===== src/rtl/btn_pulse_gen.sv =====
// Push-button conditioner: 2-flop synchroniser, press/release debounce, one-cycle x per press.
// x and btn_level are registered; a press held from edge 1 yields x after edge DEBOUNCE_CYCLES+3.
module btn_pulse_gen #(
  parameter int DEBOUNCE_CYCLES = 4
) (
  input  logic clk,
  input  logic reset,
  input  logic btn_in,
  output logic x,
  output logic btn_level
);

  localparam int CNT_W = $clog2(DEBOUNCE_CYCLES);
  localparam logic [CNT_W-1:0] CNT_MAX = CNT_W'(DEBOUNCE_CYCLES - 1);
  localparam logic [CNT_W-1:0] CNT_ONE = CNT_W'(1);

  localparam logic [1:0] IDLE         = 2'd0;
  localparam logic [1:0] PRESS_WAIT   = 2'd1;
  localparam logic [1:0] HELD         = 2'd2;
  localparam logic [1:0] RELEASE_WAIT = 2'd3;

  logic             sync1_q, sync1_d;
  logic             sync2_q, sync2_d;
  logic [1:0]       state_q, state_d;
  logic [CNT_W-1:0] cnt_q, cnt_d;
  logic             x_q, x_d;
  logic             level_q, level_d;

  always_comb begin
    sync1_d = btn_in;
    sync2_d = sync1_q;
    state_d = state_q;
    cnt_d   = cnt_q;
    x_d     = 1'b0;
    level_d = level_q;
    case (state_q)
      IDLE: begin
        if (sync2_q) begin
          state_d = PRESS_WAIT;
          cnt_d   = '0;
        end
      end
      PRESS_WAIT: begin
        // Any low sample during the press window means bounce; drop back silently.
        if (!sync2_q) begin
          state_d = IDLE;
          cnt_d   = '0;
        end else if (cnt_q == CNT_MAX) begin
          state_d = HELD;
          x_d     = 1'b1;
          level_d = 1'b1;
          cnt_d   = '0;
        end else begin
          cnt_d = cnt_q + CNT_ONE;
        end
      end
      HELD: begin
        if (!sync2_q) begin
          state_d = RELEASE_WAIT;
          cnt_d   = '0;
        end
      end
      RELEASE_WAIT: begin
        // Returning high here is release bounce: back to HELD without a new pulse.
        if (sync2_q) begin
          state_d = HELD;
          cnt_d   = '0;
        end else if (cnt_q == CNT_MAX) begin
          state_d = IDLE;
          level_d = 1'b0;
          cnt_d   = '0;
        end else begin
          cnt_d = cnt_q + CNT_ONE;
        end
      end
      default: begin
        state_d = IDLE;
        cnt_d   = '0;
        level_d = 1'b0;
      end
    endcase
  end

  always_ff @(posedge clk) begin
    if (!reset) begin
      sync1_q <= 1'b0;
      sync2_q <= 1'b0;
      state_q <= IDLE;
      cnt_q   <= '0;
      x_q     <= 1'b0;
      level_q <= 1'b0;
    end else begin
      sync1_q <= sync1_d;
      sync2_q <= sync2_d;
      state_q <= state_d;
      cnt_q   <= cnt_d;
      x_q     <= x_d;
      level_q <= level_d;
    end
  end

  assign x         = x_q;
  assign btn_level = level_q;

endmodule


===== config.mk =====
export PLATFORM = sky130hd
export DESIGN_NAME = btn_pulse_gen
export DESIGN_NICKNAME = d
export VERILOG_FILES = /design/src/rtl/btn_pulse_gen.sv
export SDC_FILE = /design/constraint.sdc
export NUM_CORES = 1
export LEC_CHECK = 0
export ABC_AREA = 1
export CAP_MARGIN = 0
export CORE_AREA = 8 8 45 47
export DETAILED_ROUTE_END_ITERATION = 8
export DIE_AREA = 0 0 53 55
export GPL_ROUTABILITY_DRIVEN = 0
export PLACE_DENSITY_LB_ADDON = 0.12
export SKIP_LAST_GASP = 1
export SYNTH_ARGS = -nofsm -noshare
export SYNTH_HDL_FRONTEND = slang
export SYNTH_SLANG_ARGS = --single-unit

===== constraint.sdc =====
create_clock -name clk -period 1.3 [get_ports clk]
set_clock_uncertainty 0.2 [all_clocks]
set_input_delay 0.26 -clock clk [delete_from_list [all_inputs] [get_ports clk]]
set_output_delay 0.26 -clock clk [all_outputs]
set_load 0.05 [all_outputs]

==> metrics.md, run 1 <==
| Metric | Value |
|---|---|
| Vias in the first global route | 265 |
| DP Area | 392.9 sq um |
| Pwr Total | 0.4665 mW |
| CP Data Arrival Time | 0.77 ns |
| Worst path cell trace | buf_12 |
| P_leak | 0.1862 nW |
| CTS sink cnt | 8 |
| Detail Placement HPWL | 451.3 microns |
| GR Util met3 | 2.406% |
| Syn nets | 39 |
| DR pass1 iterations | 4 |
| Mapped Area | 305.3 sq um |
| Net Sw Power | 0.1007 mW |
| Main combinational cell family by area after synthesis | simple AND/OR/NAND/NOR gates |
| Setup ws final | 0.06622 ns |
| WP data required | 0.84 ns |
| Int Pwr | 0.3659 mW |
| Die W | 53 microns |
| Starting DRT DRC Count | 14 |
| GRT Max-Usage Layer | met2 |
| Worst hold path class | reg -> reg |
| # setup viols final | 0 |
| CTS tree | built |
| Crit path max fanout | 2 |
| TritonCTS Buffers | 3 |
| Clock Latency Late Sink | 0.25 ns |
| Routed Antenna Nets | 0 |
| Delay-heaviest family, CP | flip-flops |
| Setup TNS | 0 ns |
| Post-Route WL | 595 microns |
| Fin. max-slew vios | 0 |
| Yosys warnings | 0 |
| Buf/Inv on CP | 1 |
| FP Rows | 14 |
| Root Driver | clkbuf_4 |
| Port bufs | 4 |
| Largest net degree at the start of global routing | 5 |
| Fin area | 416.7 sq um |
| First-pass GRT wire length | 1097 microns |
| Switch share | 21.58% |
| P&R area growth vs syn | 36.48% |
| Initial core utilization | 22.06% |
| Top-Level Pins | 5 |
| RSZ-0062 raised after global routing | false |
| Slew @ Worst Pin | 0.1724 ns |
| Met2 Use GR | 7.617% |
| XOR/XNOR share of the synthesized area | 0% |
| Die H | 55 microns |
| Sequential area share after synthesis | 52.46% |
| Vias per Instance | 4.339 |
| Die area | 2915 sq um |
| R2R Setup Slk | 0.12 ns |
| Seq pwr share | 54.0% |
| Fin nets | 49 |
| Fin crit period | 1.234 ns |
| Htree depth | 1 |
| Remaining Overflow, GRT | 0 |
| Synthesized-area fraction occupied by adder cells | 4.098% |
| Max Freq | 810.5 MHz |
| Longest Clk Path Bufs | 2 |
| Max Cap Viol | 0 |
| Worst setup EP type | output port |
| Initial antenna violation count | 0 |
| Global Route Usage Sum | 5.309% |
| Clock transition at the registers of the reported paths | 0.06 ns |
| Multiplexer area fraction after synthesis | 0% |
| # DRC | 0 |
| Met1 Use GR | 5.649% |
| Final Hold Violating Endpoints | 0 |
| Clock power share | 41.6% |
| Post-Syn Instances | 35 |
| Setup CP Type | reg -> out |
| Status | complete, no violations |
| Critical path's largest stage delay | 0.37 ns |
| Layout cells sized above 1 | 30.23% |
| Comb pwr share | 4.4% |
| Slowest-stage cell, CP | dfxtp_1 |
| Synth unique cells | 15 |
| Compound-Gate Fraction of Synth Area | 9.426% |
| DP Worst Slack | -0.1128 ns |
| Crit share post-route | 94.91% |
| Relative slew slack | 88.41% |
| Drt wl/cell | 10.08 microns |
| Avg Inst Size Synth | 8.723 sq um |
| Core region area | 1384 sq um |
| Antenna cells | 0 |
| Post-Synth Simple-Gate Area | 25.41% |
| Peak supply drop | 0.4779 mV |
| Critical Path Start Type | register |
| Via count | 256 |
| Power per cell area | 1120 nW/um^2 |
| Post-synthesis register bit count | 8 |
| Final core utilization | 30.11% |
timing repair:
action                                  CTS  global route
hold buffers                              0             0
endpoints found under the hold margin     0             0
endpoints found under the setup margin    0             1
gates resized for setup                   0             1
buffers inserted                          0             0
power by group through the flow:
stage	Sequential (mW)	Combinational [mW]	Clock, mW
2_1_floorplan	0.257	0.00834	0
3_3_place_gp	0.257	0.0195	0
3_5_place_dp	0.257	0.0205	0
4_1_cts	0.252	0.0206	0.198
5_1_grt	0.253	0.0234	0.214
6_report	0.252	0.0205	0.194
final timing paths:
check / cells after the start / start / endpoint
min: 2 / sync1_q / sync2_q
min reg2reg: 2 / sync1_q / sync2_q
max reg2reg: 5 / cnt_q[0] / btn_level
max: 1 / btn_level / btn_level
cells in the mapped netlist:
master / n / area, sq um
o31ai_1: 1 / 7.510
and3_2: 1 / 7.510
ha_1: 1 / 12.51
nand3_2: 1 / 10.01
nand2_2: 3 / 18.77
inv_2: 1 / 3.750
o22ai_1: 1 / 6.260
dfxtp_1: 8 / 160.2
o21ai_0: 1 / 5.000
a21oi_1: 2 / 10.01
inv_1: 6 / 22.52
nand3_1: 2 / 10.01
nand2_1: 3 / 11.26
nor2_1: 2 / 7.510
nand4_1: 2 / 12.51
cell families (layout without fill, tap and decap cells):
kind of cell    Yosys count  count (layout)
simple gates             14              14
flops                     8               8
buf+inv                   7              15
compound gates            5               5
fa+ha+maj                 1               1
layer usage:
| layer | up-vias | share of wire [%] | wire length [microns] |
|---|---|---|---|
| li1 | 132 | - | - |
| met1 | 117 | 46 | 271 |
| met2 | 7 | 46 | 276 |
| met3 | 0 | 7.9 | 47 |
| met4 | 0 | 0 | 0 |
| met5 | - | 0 | 0 |
stage by stage:
stage / cells / hold slack, ns
final: 59 / 0.2150
after global placement: 56 / 0.1984
after floorplan: 35 / 0.1535
after CTS: 59 / 0.2171
after global routing: 59 / 0.2677
after detailed placement: 56 / 0.2065
cells in the final DEF, fill, tap and decap left out, drive strengths merged:
| cell type | count |
|---|---|
| dfxtp | 8 |
| inv | 7 |
| o22ai | 1 |
| nor2 | 2 |
| clkdlybuf4s50 | 2 |
| nand2 | 6 |
| and3 | 1 |
| a21oi | 2 |
| o21ai | 1 |
| buf | 3 |
| nand4 | 2 |
| clkbuf | 3 |
| o31ai | 1 |
| ha | 1 |
| nand3 | 3 |
cell type report:
cell class | count | area [sq um]
tap | 16 | 20.02
fill | 141 | 967.2
multi-input combinational | 20 | 118.9
inverter | 7 | 26.28
clock buffer | 3 | 22.52
sequential | 8 | 161.4
timing repair buffer | 5 | 67.56
No activity file was read; power rests on OpenSTA's default activity.
==> run 2, diff against run 1 <==
--- a/config.mk
+++ b/config.mk
@@ -11,8 +11,6 @@
 export DETAILED_ROUTE_END_ITERATION = 8
 export DIE_AREA = 0 0 53 55
 export GPL_ROUTABILITY_DRIVEN = 0
-export PLACE_DENSITY_LB_ADDON = 0.12
-export SKIP_LAST_GASP = 1
 export SYNTH_ARGS = -nofsm -noshare
 export SYNTH_HDL_FRONTEND = slang
 export SYNTH_SLANG_ARGS = --single-unit
==> run 2 against run 1 <==
Die area unchanged. Combinational power down 12%. Sequential power about the same. Clock power down 5%. Highest routed layer unchanged. Largest cell class unchanged. Power down 2.5%. Sequential share of layout area up 0.12 points. Via count down 3.9%. Fmax up 0.74%. Core utilization down 0.090 points.
==> metrics.md, run 2 (synthesis results as in run 1) <==
| Metric | Value |
|---|---|
| Crit path max fanout | 2 (unchanged) |
| Int Pwr | 0.3638 mW (-0.58%) |
| Relative slew slack | 88.29% (-0.12 points) |
| Crit share post-route | 94.21% (-0.70 points) |
| FP Rows | 14 (unchanged) |
| Initial core utilization | 22.06% (unchanged) |
| Fin area | 415.4 sq um (-0.30%) |
| Top-Level Pins | 5 (unchanged) |
| P&R area growth vs syn | 36.07% |
| Root Driver | clkbuf_4 |
| Power per cell area | 1095 nW/um^2 (-2.2%) |
| Die H | 55 microns (unchanged) |
| Worst hold path class | reg -> reg |
| Worst setup startpoint | btn_level |
| Max Freq | 816.5 MHz (+0.74%) |
| CTS tree | built |
| Die area | 2915 sq um (unchanged) |
| Global Route Usage Sum | 4.762% (-0.55 points) |
| Post-Route WL | 531 microns (-11%) |
| Clock power share | 40.7% (-0.9 points) |
| Comb pwr share | 4.0% (-0.4 points) |
| Worst path cell trace | buf_12 |
| Htree depth | 1 (unchanged) |
| Post-CTS Resized | 0 (unchanged) |
| Post-CTS Repair Setup Buffers | 0 (unchanged) |
| Post-CTS Hold Buffers | 0 (unchanged) |
| First-pass GRT wire length | 972 microns (-11%) |
| DP Area | 385.4 sq um (-1.9%) |
| Vias in the first global route | 237 (-11%) |
| Die W | 53 microns (unchanged) |
| RSZ-0062 raised after global routing | false |
| Critical path's largest stage delay | 0.37 ns (about the same) |
| Drt wl/cell | 9.155 microns (-9.2%) |
| Fin. max-slew vios | 0 (unchanged) |
| Fin nets | 48 (-2.0%) |
| Hold_ws | 0.2110 ns (-0.003999 ns) |
| Fin crit period | 1.225 ns (-0.009108 ns) |
| Clock transition at the registers of the reported paths | 0.05 ns (about the same) |
| Hold_sp | sync1_q |
| Switch share | 20.05% (-1.5 points) |
| Max Cap Viol | 0 (unchanged) |
| # setup viols final | 0 (unchanged) |
| Clock Latency Late Sink | 0.25 ns (about the same) |
| Commonest non-fill, non-tap cell in the layout | dfxtp_1 |
| Initial antenna violation count | 0 (unchanged) |
| P_leak | 0.1824 nW (-2.1%) |
| Peak supply drop | 0.7051 mV (+48%) |
| Status | complete, no violations |
| Setup TNS | 0 ns (unchanged) |
| Pwr Total | 0.4550 mW (-2.5%) |
| Buf/Inv on CP | 1 (unchanged) |
| TritonCTS Buffers | 3 (unchanged) |
| Routed Antenna Nets | 0 (unchanged) |
| Starting DRT DRC Count | 8 (-6) |
| DR pass1 iterations | 4 (unchanged) |
| # DRC | 0 (unchanged) |
| CP Data Arrival Time | 0.76 ns (about the same) |
| Delay-heaviest family, CP | flip-flops |
| Port bufs | 4 (unchanged) |
| Final Hold Violating Endpoints | 0 (unchanged) |
| Core region area | 1384 sq um (unchanged) |
| Slowest-stage cell, CP | dfxtp_1 |
| Largest net degree at the start of global routing | 6 (+1) |
| Via count | 246 (-3.9%) |
| Reg2reg start | cnt_q[1] |
| Layout cells sized above 1 | 33.33% (+3.1 points) |
| CTS sink cnt | 8 (unchanged) |
| Net Sw Power | 0.09120 mW (-9.4%) |
| Longest Clk Path Bufs | 2 (unchanged) |
| Setup CP Type | reg -> out |
| Seq pwr share | 55.4% (+1.4 points) |
| Critical Path Start Type | register |
| Vias per Instance | 4.241 (-2.2%) |
| Remaining Overflow, GRT | 0 (unchanged) |
| Antenna cells | 0 (unchanged) |
| Detail Placement HPWL | 387 microns (-14%) |
| Most frequent cells in the layout | dfxtp_1, inv_1, nand2_2, nand2_1, clkbuf_4 |
| WP data required | 0.84 ns (about the same) |
| Worst setup EP type | output port |
| Slew @ Worst Pin | 0.1741 ns (+0.001756 ns) |
==> run 2: cell count changes in the layout (fill, tap and decap cells not counted), sizes merged <==
cell,before,now
buf,3,2
==> run 2: cell type report <==
type | count | area (sq um)
fill | 144 | 968.4
sequential | 8 | 161.4
multi-input combinational | 20 | 125.1
timing repair buffer | 4 | 60.06
inverter | 7 | 26.28
clock buffer | 3 | 22.52
tap | 16 | 20.02
==> run 2: through the flow <==
stage | worst slack [ns] | utilization (%) | std cells
CTS | 0.05103 | 29.48 | 58
global route | 0.008171 | 30.02 | 58
finish | 0.07533 | 30.02 | 58
detailed placement | -0.1497 | 27.85 | 55
global placement | -0.1025 | 27.85 | 55
floorplan | 0.1584 | - | 35
==> run 2: power by group through the flow <==
stage	clock, mW	sequential, mW	combinational (mW)
final	0.185	0.252	0.0180
after CTS	0.193	0.252	0.0178
after global routing	0.212	0.252	0.0208
after detailed placement	0	0.257	0.0174
after floorplan	0	0.257	0.00834
after global placement	0	0.257	0.0173
==> run 2: final timing paths <==
kind	endpoint	slack, ns	cells past startpoint
max	btn_level	0.08	1
min	sync2_q	0.21	2
max reg2reg	btn_level	0.11	5
min reg2reg	sync2_q	0.21	2
==> run 2: metal layers <==
metal | vias to the layer above | routed length [microns] | track usage (%) | part of all wire, %
met1 | 107 | 244 | 5.344 | 46
met2 | 8 | 227 | 6.055 | 43
li1 | 131 | - | - | -
met4 | 0 | 0 | 2.586 | 0
met5 | - | 0 | 0 | 0
met3 | 0 | 60 | 4.011 | 11
